<file path="src/rtl/mux_pipe_pkg.sv">
// Shared definitions for the operand selector: mode encodings and mode decode helpers.
//   MODE_DIRECT  2'b00  index comes from sel
//   MODE_RR      2'b01  index comes from the internal round-robin pointer
//   MODE_HOLD    2'b10  no new transfers accepted
//   2'b11        reserved, behaves as MODE_DIRECT
package mux_pipe_pkg;

  localparam int unsigned MODE_W = 2;

  localparam logic [MODE_W-1:0] MODE_DIRECT = 2'b00;
  localparam logic [MODE_W-1:0] MODE_RR     = 2'b01;
  localparam logic [MODE_W-1:0] MODE_HOLD   = 2'b10;

  // True when the effective index comes from the round-robin pointer.
  function automatic logic mode_is_rr(input logic [MODE_W-1:0] mode);
    return mode == MODE_RR;
  endfunction

  // True when the block may accept a new transfer in this mode.
  function automatic logic mode_accepts(input logic [MODE_W-1:0] mode);
    return mode != MODE_HOLD;
  endfunction

endpackage

</file>
<file path="src/rtl/mux_n.sv">
// Purely combinational WIDTH x N_IN selector. Out-of-range selects return zero
// and raise oor_c.
// Ports:
//   in_data  N_IN*WIDTH  flattened inputs, input i at [i*WIDTH +: WIDTH]
//   sel      SEL_W       source index
//   y_c      WIDTH       selected input, or zero when sel >= N_IN
//   oor_c    1           sel >= N_IN
module mux_n #(
  parameter int unsigned WIDTH = 8,
  parameter int unsigned N_IN  = 4,
  parameter int unsigned SEL_W = 2
) (
  input  logic [N_IN*WIDTH-1:0] in_data,
  input  logic [SEL_W-1:0]      sel,
  output logic [WIDTH-1:0]      y_c,
  output logic                  oor_c
);

  // Compare-and-pick avoids a variable-width multiply in the part-select index.
  always_comb begin
    y_c = '0;
    for (int unsigned i = 0; i < N_IN; i++) begin
      if (sel == SEL_W'(i)) y_c = in_data[i*WIDTH +: WIDTH];
    end
  end

  assign oor_c = (32'(sel) >= N_IN);

endmodule

</file>
<file path="src/rtl/mux_pipe.sv">
// Registered N-input operand selector with valid/ready handshake. Selects by sel
// (direct) or by an internal round-robin pointer, and holds the result in one
// output register that accepts and drains in the same cycle.
// Ports:
//   clk, rst_n   clock, async active-low reset
//   in_data      N_IN*WIDTH flattened inputs
//   in_valid     upstream offers a transfer
//   in_ready     combinational: block can accept this cycle
//   sel          direct-mode source index
//   mode         00 direct, 01 round-robin, 10 hold, 11 direct
//   out_data     registered selected value
//   out_src      index captured with out_data
//   out_valid    out_data holds an unconsumed value
//   out_ready    downstream consumes out_data this cycle
//   sel_err      last accepted index was out of range
module mux_pipe
  import mux_pipe_pkg::*;
#(
  parameter int unsigned      WIDTH   = 8,
  parameter int unsigned      N_IN    = 4,
  parameter int unsigned      SEL_W   = 2,
  parameter logic [WIDTH-1:0] RST_VAL = '0
) (
  input  logic                  clk,
  input  logic                  rst_n,
  input  logic [N_IN*WIDTH-1:0] in_data,
  input  logic                  in_valid,
  output logic                  in_ready,
  input  logic [SEL_W-1:0]      sel,
  input  logic [MODE_W-1:0]     mode,
  output logic [WIDTH-1:0]      out_data,
  output logic [SEL_W-1:0]      out_src,
  output logic                  out_valid,
  input  logic                  out_ready,
  output logic                  sel_err
);

  // Selector must be wide enough to address every input.
  if (SEL_W < $clog2(N_IN)) begin : g_sel_w_check
    $error("mux_pipe: SEL_W=%0d too narrow for N_IN=%0d", SEL_W, N_IN);
  end

  logic [SEL_W-1:0] rr_ptr;
  logic [SEL_W-1:0] idx_c;
  logic [WIDTH-1:0] mux_y_c;
  logic             mux_oor_c;
  logic             accept_c;
  logic             consume_c;

  assign idx_c     = mode_is_rr(mode) ? rr_ptr : sel;
  assign in_ready  = mode_accepts(mode) & (~out_valid | out_ready);
  assign accept_c  = in_valid & in_ready;
  assign consume_c = out_valid & out_ready;

  mux_n #(
    .WIDTH (WIDTH),
    .N_IN  (N_IN),
    .SEL_W (SEL_W)
  ) u_mux (
    .in_data (in_data),
    .sel     (idx_c),
    .y_c     (mux_y_c),
    .oor_c   (mux_oor_c)
  );

  // Output register: an accept wins over a consume, so both in one cycle streams.
  always_ff @(posedge clk or negedge rst_n) begin
    if (!rst_n) begin
      out_data  <= RST_VAL;
      out_src   <= '0;
      out_valid <= 1'b0;
      sel_err   <= 1'b0;
    end else if (accept_c) begin
      out_data  <= mux_y_c;
      out_src   <= idx_c;
      out_valid <= 1'b1;
      sel_err   <= mux_oor_c;
    end else if (consume_c) begin
      out_valid <= 1'b0;
    end
  end

  // Round-robin pointer moves only when it was actually used for an accept.
  always_ff @(posedge clk or negedge rst_n) begin
    if (!rst_n) begin
      rr_ptr <= '0;
    end else if (accept_c && mode_is_rr(mode)) begin
      if (rr_ptr == SEL_W'(N_IN - 1)) rr_ptr <= '0;
      else                            rr_ptr <= rr_ptr + SEL_W'(1);
    end
  end

endmodule

</file>
<file path="config.mk">
export PLATFORM = sky130hd
export DESIGN_NAME = mux_pipe
export DESIGN_NICKNAME = d
export VERILOG_FILES = /design/src/rtl/mux_pipe_pkg.sv /design/src/rtl/mux_n.sv /design/src/rtl/mux_pipe.sv
export SDC_FILE = /design/constraint.sdc
export NUM_CORES = 1
export LEC_CHECK = 0
export BUFFER_PORTS_ARGS = -buffer_cell sky130_fd_sc_hd__buf_2
export CAP_MARGIN = 20
export CORE_MARGIN = 4
export CORE_UTILIZATION = 35
export CTS_BUF_LIST = sky130_fd_sc_hd__clkbuf_16
export DETAILED_ROUTE_END_ITERATION = 8
export GPL_TIMING_DRIVEN = 0
export PLACE_DENSITY = 0.7
export SYNTH_ARGS = -nofsm -noshare
export SYNTH_HDL_FRONTEND = slang
export SYNTH_HIERARCHICAL = 1
export SYNTH_SLANG_ARGS = --single-unit
</file>
<file path="constraint.sdc">
create_clock -name clk -period 1.7 [get_ports clk]
set_input_delay 0.17 -clock clk [delete_from_list [all_inputs] [get_ports clk]]
set_output_delay 0.17 -clock clk [all_outputs]
set_load 0.02 [all_outputs]
</file>
==> flow_summary.toml, run 1 <==
[sta]
min_period_over_period = 0.967
fmax_mhz = 608
fin_crit_ns = 1.64
slew_viol_final = 0
fin_tns_setup_ns = 0
rsz0062_at_grt = "false"
setup_viol = 0
skew_ns = 0.00279
hold_violations = 0

[synth]
synth.largest_area_cell = "dfrtp_1"
synth-seq-area-share = 0.415
syn_avg_cell_area_um2 = 16.6
synth_xor_area_frac = 0
synthAdderAreaFrac = 0.0148
synth_edf_count = 0
syn_area_um2 = 845
synth_top_family_by_area = "multiplexers"
synth_compound_area_frac = 0
yosys-top-cells-area = "dfrtp_1 (41%), mux4_2 (21%), mux2_4 (18%)"
ys_ff_latch = 14
synth-simple-area-share = 0.0667
synth_fp_nets = 92
synth.most_common_cell = "dfrtp_1"
async_flop_share = 1.00
synth_ff_type = "dfrtp_1"
synthDominantCellAreaShare = 0.415
synth.distinct_cells = 16
synthTopCellsByCount = "dfrtp_1 (14), mux2_4 (10), mux4_2 (8), mux2_2 (5)"
synth.mux.area_fraction = 0.458
yosysWarnings = 6
netlist_instances = 51

[worst_setup_path]
slowest_delay_ns = 0.42
cp_top_family = "multiplexers"
cp_max_fo = 8
crit_top_cell = "mux2_4"
cp-start-kind = "flip-flop"
r2r_setup_slack_ns = 0.06
critical_path.endpoint = "out_data[0]$_DFFE_PN0P_"
r2r-end = "out_data[0]$_DFFE_PN0P_"
crit_required_ns = 1.82
r2r_cells = 4
critical_path.cell_chain = "mux2_4 -> buf_6 -> mux4_2 -> mux2_4"
reg2reg_from = "rr_ptr[0]$_DFFE_PN0P_"
crit_start = "rr_ptr[0]$_DFFE_PN0P_"
crit_type = "reg2reg"
path_depth = 4
crit_buf_inv = 1
crit_slowest_cell = "mux4_2"
critPathCaptureType = "flip-flop"
cp_data_arrival_time_ns = 1.77

[route]
detailroute.via_count = 648
vias_per_cell = 4.73
final_antenna_net_count = 0
dr.pass1.iters = 3
drt_iter0_drc = 6
drt_wl_total_um = 1960
routedWlPerCell_um = 14.3
remaining_drc_errors = 0

[layout]
area_growth_syn_to_layout_pct = 46.4
fillers = 214
antennaDiodeCount = 0
nets = 151
drive_above_1_share = 0.798

[clock_network]
root_buffer = "clkbuf_16"
cts_tree = "built"
numCtsBuffers = 3
cts_max_level = 1
clock_sinks = 14
clock_latency_ns = 0.24
clkTransAtPathRegs_ns = 0.05
clock_path_buffers = 2

[floorplan]
io_pins = 53
core_um2 = 2250
die_width_um = 57.1
num_rows = 17
initial_utilization = 0.375
die_h_um = 57.1
dieArea_um2 = 3260

[power_and_ir_drop]
p_per_area_nw_per_um2 = 1300
ir_drop_mv = 0.694
power.total_mw = 1.60
leakage_nw = 0.629

[global_routing]
grt_max_degree = 15
grt_pass1_wl_um = 3280
overflow = 0
antenna_found_initial = 0
grt_pass1_vias = 757
track_usage = 0.130

[place]
portBuffers = 52
place.gp.congestion = 0.753
dp_hpwl_um = 1650

[outcome]
status = "finished clean"

[job]
cap_violations = 0

[hold_path]
hold_path_class = "in2reg"
-- metrics by stage --
step           cells  instance area (um^2)  setup slack [ns]  utilization  hold slack (ns)
5_1_grt          137                  1240           0.00423        0.548            0.274
2_1_floorplan     51                   845            0.0828            -           -0.126
4_1_cts          136                  1230            0.0405        0.545            0.239
3_5_place_dp     131                  1140            -0.106        0.506           0.0855
3_3_place_gp     131                  1140           -0.0778        0.506           0.0781
6_report         137                  1240            0.0562        0.548            0.234
-- what timing repair did --
action | 4_1_cts | 5_1_grt
hold buffers | 1 | 0
hold endpoints to repair | 14 | 0
endpoints found under the setup margin | 0 | 2
setup buffers | 0 | 1
resized for setup | 0 | 0
-- routing by layer --
layer | routed length [um] | track usage | part of all wire
met4 | 40 | 0.0596 | 0.020
met3 | 111 | 0.0317 | 0.057
met2 | 1120 | 0.248 | 0.57
met1 | 685 | 0.132 | 0.35
met5 | 0 | 0 | 0
-- worst reg2reg max path: stages (launching register included) --
cell	delay, ns
dfrtp_1	0.39
mux2_4	0.28
buf_6	0.15
mux4_2	0.43
mux2_4	0.28
-- how the worst min path moves through the flow --
stage	from	slack [ns]	endpoint	cells past startpoint
finish	out_ready	0.23	out_valid$_DFFE_PN0P_	3
global route	out_ready	0.27	out_valid$_DFFE_PN0P_	3
CTS	out_ready	0.24	out_valid$_DFFE_PN0P_	3
detailed placement	rst_n	0.09	out_data[3]$_DFFE_PN0P_	1
global placement	rst_n	0.08	out_data[5]$_DFFE_PN0P_	1
floorplan	rst_n	-0.13	out_data[0]$_DFFE_PN0P_	0
-- registers in the layout, summed over array words and instances (netlist names) --
name / flops
out_src: 2
rr_ptr: 2
sel_err: 1
out_data: 8
out_valid: 1
-- cells in the final DEF (no fill, tap or decap), types with 2 or more instances in the layout --
cell type / instances
buf_6: 2
nand2b_2: 2
mux2_4: 10
buf_4: 2
dfrtp_1: 14
mux4_2: 8
clkbuf_16: 3
buf_2: 52
mux2_2: 5
-- logic make-up (layout without fill, tap and decap cells) --
group                      after synthesis  in the layout
muxes                                   23             23
DFF                                     14             14
and+or+nand+nor                          8              8
buffers and inverters                    4             62
adders and majority gates                1              1
other                                    1              1
-- area by class of cell --
class / instances / area (um^2) / area share
Timing Repair Buffer: 54 / 278 / 0.225
Multi-Input combinational cell: 33 / 459 / 0.371
Tap cell: 28 / 35.0 / 0.0283
Clock inverter: 1 / 3.75 / 0.00304
Clock buffer: 3 / 75.1 / 0.0607
Buffer: 4 / 35.0 / 0.0283
Sequential cell: 14 / 350 / 0.283
-- report_power, final --
part	switching (mW)	total, mW	internal, mW	leakage, nW
Clock	0.131	0.442	0.311	0.0385
Sequential	0.0672	0.518	0.451	0.164
Combinational	0.290	0.644	0.354	0.426
No activity file was read; power rests on OpenSTA's default activity.
==> run 2: changes to the inputs <==
--- a/config.mk
+++ b/config.mk
@@ -11,7 +11,9 @@
 export CORE_UTILIZATION = 35
 export CTS_BUF_LIST = sky130_fd_sc_hd__clkbuf_16
 export DETAILED_ROUTE_END_ITERATION = 8
+export GPL_ROUTABILITY_DRIVEN = 0
 export GPL_TIMING_DRIVEN = 0
+export MAX_ROUTING_LAYER = met4
 export PLACE_DENSITY = 0.7
 export SYNTH_ARGS = -nofsm -noshare
 export SYNTH_HDL_FRONTEND = slang
==> run 2 against run 1 <==
Clock power about the same. Core utilization unchanged. Non-clock buffer count unchanged. Hold slack got worse by 0.0030 ns. Critical path depth did not move. Fmax hardly changed. Via count is 0.15% higher. Sequential cell count unchanged. Power barely moved. Critical path type unchanged. Critical endpoint unchanged. Largest power group unchanged. Highest routed layer unchanged.
==> flow_summary.toml, run 2 (synthesis results as in run 1) <==
[worst_setup_path]
slowest_delay_ns = 0.43
critPathCaptureType = "flip-flop"
cp-start-kind = "flip-flop"
crit_top_cell = "mux2_4"
crit_slowest_cell = "mux4_2"
crit_type = "reg2reg"
cp_data_arrival_time_ns = 1.77
crit_buf_inv = 1
crit_required_ns = 1.82
cp_max_fo = 8
cp_top_family = "multiplexers"
critical_path.cell_chain = "mux2_4 -> buf_6 -> mux4_2 -> mux2_4"

[floorplan]
die_width_um = 57.1
io_pins = 53
dieArea_um2 = 3260
die_h_um = 57.1
core_um2 = 2250
num_rows = 17
initial_utilization = 0.375

[sta]
fmax_mhz = 609
skew_ns = 0.00239
rsz0062_at_grt = "false"
fin_crit_ns = 1.64
whs_ns = 0.231
min_period_over_period = 0.966
hold_violations = 0
post-route-worst-setup-slack_ns = 0.0575
setup_viol = 0
slew_viol_final = 0

[route]
routedWlPerCell_um = 14.4
vias_per_cell = 4.74
dr.pass1.iters = 2
drt_iter0_drc = 6
remaining_drc_errors = 0
detailroute.via_count = 649
final_antenna_net_count = 0
drt_wl_total_um = 1970

[global_routing]
grt_pass1_vias = 758
overflow = 0
antenna_found_initial = 0
grt_pass1_wl_um = 3270
grt_max_degree = 15
track_usage = 0.134

[place]
portBuffers = 52
placed_cell_area_um2 = 1140
dp_hpwl_um = 1650
dp_slack_ns = -0.106

[outcome]
status = "finished clean"

[power_and_ir_drop]
internal-power_mw = 1.12
p_per_area_nw_per_um2 = 1300
ir_drop_mv = 0.693
power_frac_comb = 0.401
p_switching_mw = 0.489
power_frac_seq = 0.323
p_clk_frac = 0.276
switching_share = 0.305
leakage_nw = 0.629

[layout]
fin_area_um2 = 1240
area_growth_syn_to_layout_pct = 46.4
final_common_cell = "buf_2"
antennaDiodeCount = 0
nets = 151
drive_above_1_share = 0.798
largestRegisters = "out_data (8), out_src (2), rr_ptr (2)"
largest_reg_flops = 8
top_register = "out_data"
mostFrequentLayoutCells = "buf_2 (52), dfrtp_1 (14), mux2_4 (10)"

[clock_network]
clock_path_buffers = 2
cts_tree = "built"
clock_sinks = 14
clkTransAtPathRegs_ns = 0.05
cts_max_level = 1
postCtsResizedCells = 0
root_buffer = "clkbuf_16"
clock_latency_ns = 0.24
numCtsBuffers = 3

[job]
cap_violations = 0

[hold_path]
hold_path_class = "in2reg"
run 2: final cells by class:
type | instances | area [um^2]
Clock inverter | 1 | 3.75
Buffer | 4 | 35.0
Sequential cell | 14 | 350
Fill cell | 214 | 1020
Clock buffer | 3 | 75.1
Multi-Input combinational cell | 33 | 459
Timing Repair Buffer | 54 | 278
Tap cell | 28 | 35.0
run 2: repair_timing:
item	in CTS	in global routing
setup endpoints to repair	0	2
hold endpoints to repair	14	0
hold buffers	1	0
setup buffers	0	1
run 2: final timing paths:
kind / slack (ns) / cells past startpoint / start / endpoint
min: 0.23 / 3 / out_ready / out_valid$_DFFE_PN0P_
max in group asynchronous: 1.11 / 2 / rst_n / out_data[5]$_DFFE_PN0P_
min in group asynchronous: 0.35 / 2 / rst_n / out_src[1]$_DFFE_PN0P_
max: 0.06 / 4 / rr_ptr[0]$_DFFE_PN0P_ / out_data[0]$_DFFE_PN0P_
max reg2reg: 0.06 / 4 / rr_ptr[0]$_DFFE_PN0P_ / out_data[0]$_DFFE_PN0P_
min reg2reg: 0.50 / 1 / out_src[0]$_DFFE_PN0P_ / out_src[0]$_DFFE_PN0P_
run 2: metrics by stage:
| step | util | TNS [ns] | instances | power, mW |
|---|---|---|---|---|
| global route | 0.548 | 0 | 137 | 1.71 |
| CTS | 0.545 | 0 | 136 | 1.61 |
| detailed placement | 0.506 | -0.748 | 131 | 1.16 |
| finish | 0.548 | 0 | 137 | 1.60 |
| floorplan | - | 0 | 51 | 0.957 |
| global placement | 0.506 | -0.563 | 131 | 1.14 |
run 2: tightest hold or removal path: stages:
cell and delay [ns]:
buf_2 0.07, nand2b_2 0.14, nand2_1 0.05
run 2: per-layer routing:
layer / track usage / share of wire / vias up
li1: - / - / 310
met1: 0.132 / 0.35 / 312
met2: 0.248 / 0.57 / 23
met3: 0.0317 / 0.058 / 4
met4: 0.0596 / 0.019 / 0
met5: - / 0 / -
run 2: power groups by stage:
stage / registers, mW / logic [mW] / clock network (mW)
floorplan: 0.633 / 0.324 / 0
global placement: 0.519 / 0.618 / 0
detailed placement: 0.527 / 0.633 / 0
CTS: 0.521 / 0.636 / 0.450
global route: 0.534 / 0.698 / 0.473
finish: 0.518 / 0.643 / 0.443
==> run 3: changes to the inputs <==
--- a/config.mk
+++ b/config.mk
@@ -12,7 +12,6 @@
 export CTS_BUF_LIST = sky130_fd_sc_hd__clkbuf_16
 export DETAILED_ROUTE_END_ITERATION = 8
 export GPL_ROUTABILITY_DRIVEN = 0
-export GPL_TIMING_DRIVEN = 0
 export MAX_ROUTING_LAYER = met4
 export PLACE_DENSITY = 0.7
 export SYNTH_ARGS = -nofsm -noshare
==> run 3 against run 2 <==
Via count up 1.4%. Hold slack worse by 0.0067 ns. Final cell count down 2.9%.
==> flow_summary.toml, run 3 (synthesis results as in run 1) <==
[clock_network]
clock_path_buffers = 2
clkTransAtPathRegs_ns = 0.05
root_buffer = "clkbuf_16"
cts_tree = "built"
postCtsResizedCells = 0
numCtsBuffers = 3
clock_latency_ns = 0.25
clock_sinks = 14
cts_max_level = 1

[global_routing]
grt_pass1_wl_um = 3290
grt_max_degree = 15
grt_pass1_vias = 709
track_usage = 0.134
overflow = 0
antenna_found_initial = 0

[layout]
fin_cells = 133
fillers = 226
final_common_cell = "buf_2"
final_util = 0.533
largestRegisters = "out_data (8), out_src (2), rr_ptr (2)"
area_growth_syn_to_layout_pct = 42.2
nets = 147
mostFrequentLayoutCells = "buf_2 (52), dfrtp_1 (14), mux2_4 (10)"
top_register = "out_data"
drive_above_1_share = 0.790
fin_area_um2 = 1200
antennaDiodeCount = 0
largest_reg_flops = 8

[sta]
fin_crit_ns = 1.62
slew_viol_final = 0
whs_ns = 0.224
min_period_over_period = 0.952
skew_ns = 0.00266
hold_violations = 0
setup_viol = 0
fmax_mhz = 618
rsz0062_at_grt = "false"

[worst_setup_path]
crit_slowest_cell = "mux4_2"
r2r_cells = 3
crit_top_cell = "mux2_4"
cp_data_arrival_time_ns = 1.74
cp_max_fo = 9
r2r-end = "out_data[1]$_DFFE_PN0P_"
slowest_delay_ns = 0.45
reg2reg_from = "rr_ptr[0]$_DFFE_PN0P_"
cp-start-kind = "flip-flop"
critical_path.cell_chain = "mux2_4 -> mux4_2 -> mux2_4"
crit_type = "reg2reg"
crit_required_ns = 1.82
r2r_setup_slack_ns = 0.08
critPathCaptureType = "flip-flop"

[power_and_ir_drop]
p_clk_frac = 0.284
internal-power_mw = 1.09
switching_share = 0.312
power_frac_seq = 0.330
ir_drop_mv = 0.599
p_per_area_nw_per_um2 = 1320
p_switching_mw = 0.493
leakage_nw = 0.607
power.total_mw = 1.58
power_frac_comb = 0.386

[route]
final_antenna_net_count = 0
detailroute.via_count = 658
drt_iter0_drc = 5
dr.pass1.iters = 4
vias_per_cell = 4.95
drt_wl_total_um = 1970
remaining_drc_errors = 0
routedWlPerCell_um = 14.8

[floorplan]
dieArea_um2 = 3260
die_width_um = 57.1
core_um2 = 2250
die_h_um = 57.1
num_rows = 17
io_pins = 53
initial_utilization = 0.375

[place]
portBuffers = 52
placed_cell_area_um2 = 1110
dp_hpwl_um = 1570
dp_cells = 128

[job]
cap_violations = 0

[hold_path]
hold_path.startpoint = "out_ready"
hold_path_depth = 3
worstHoldEndpoint = "out_valid$_DFFE_PN0P_"
hold_path_class = "in2reg"

[outcome]
status = "finished clean"
[run 3: cell types whose count changed in the layout (fill, tap and decap cells not counted), sizes merged]
| cell | delta |
|---|---|
| buf | -3 |
| clkbuf | -1 |
[run 3: power groups by stage]
stage	combinational, mW	clock [mW]	sequential, mW
2_1_floorplan	0.324	0	0.633
3_3_place_gp	0.598	0	0.520
3_5_place_dp	0.619	0	0.526
4_1_cts	0.624	0.462	0.521
5_1_grt	0.661	0.467	0.533
6_report	0.611	0.449	0.522
[run 3: layout make-up]
class,instances,area [um^2],share of cell area
clock buffers,3,75.1,0.0625
repair buffers,54,278,0.231
flip-flops and latches,14,350,0.292
multi-input cells,33,459,0.382
clock inverters,1,3.75,0.00313
well taps,28,35.0,0.0292
[run 3: repair_timing]
| action | in CTS | in global routing |
|---|---|---|
| buffers inserted | 0 | 0 |
| hold buffers | 1 | 0 |
| endpoints found under the hold margin | 14 | 0 |
[run 3: stage by stage]
| step | worst slack (ns) | setup TNS, ns |
|---|---|---|
| 4_1_cts | 0.0640 | 0 |
| 5_1_grt | 0.0320 | 0 |
| 3_3_place_gp | -0.00492 | -0.0167 |
| 6_report | 0.0809 | 0 |
| 2_1_floorplan | 0.0828 | 0 |
| 3_5_place_dp | -0.0482 | -0.179 |
[run 3: how the worst max path moves through the flow]
stage                          start                 endpoint  slack, ns  cells past startpoint
2_1_floorplan                mode[0]  out_data[0]$_DFFE_PN0P_       0.08                      5
3_3_place_gp                 mode[1]  out_data[4]$_DFFE_PN0P_     -0.005                      5
3_5_place_dp                 mode[1]  out_data[1]$_DFFE_PN0P_      -0.05                      5
4_1_cts        rr_ptr[0]$_DFFE_PN0P_  out_data[1]$_DFFE_PN0P_       0.06                      3
5_1_grt        rr_ptr[0]$_DFFE_PN0P_  out_data[7]$_DFFE_PN0P_       0.03                      3
6_report       rr_ptr[0]$_DFFE_PN0P_  out_data[1]$_DFFE_PN0P_       0.08                      3
[run 3: layer usage]
metal  share of wire  wire length (um)  vias up  GRT usage
met5               0                 0        -          -
met4           0.027                53        0     0.0795
met3           0.052               102        5     0.0113
met2            0.58              1140       23      0.251
met1            0.34               679      329      0.133
li1                -                 -      301          -
[run 3: critical path: cells and delay by family (launching register included)]
kind | cells | cell delay (ns)
flops | 1 | 0.40
mux | 3 | 1.09
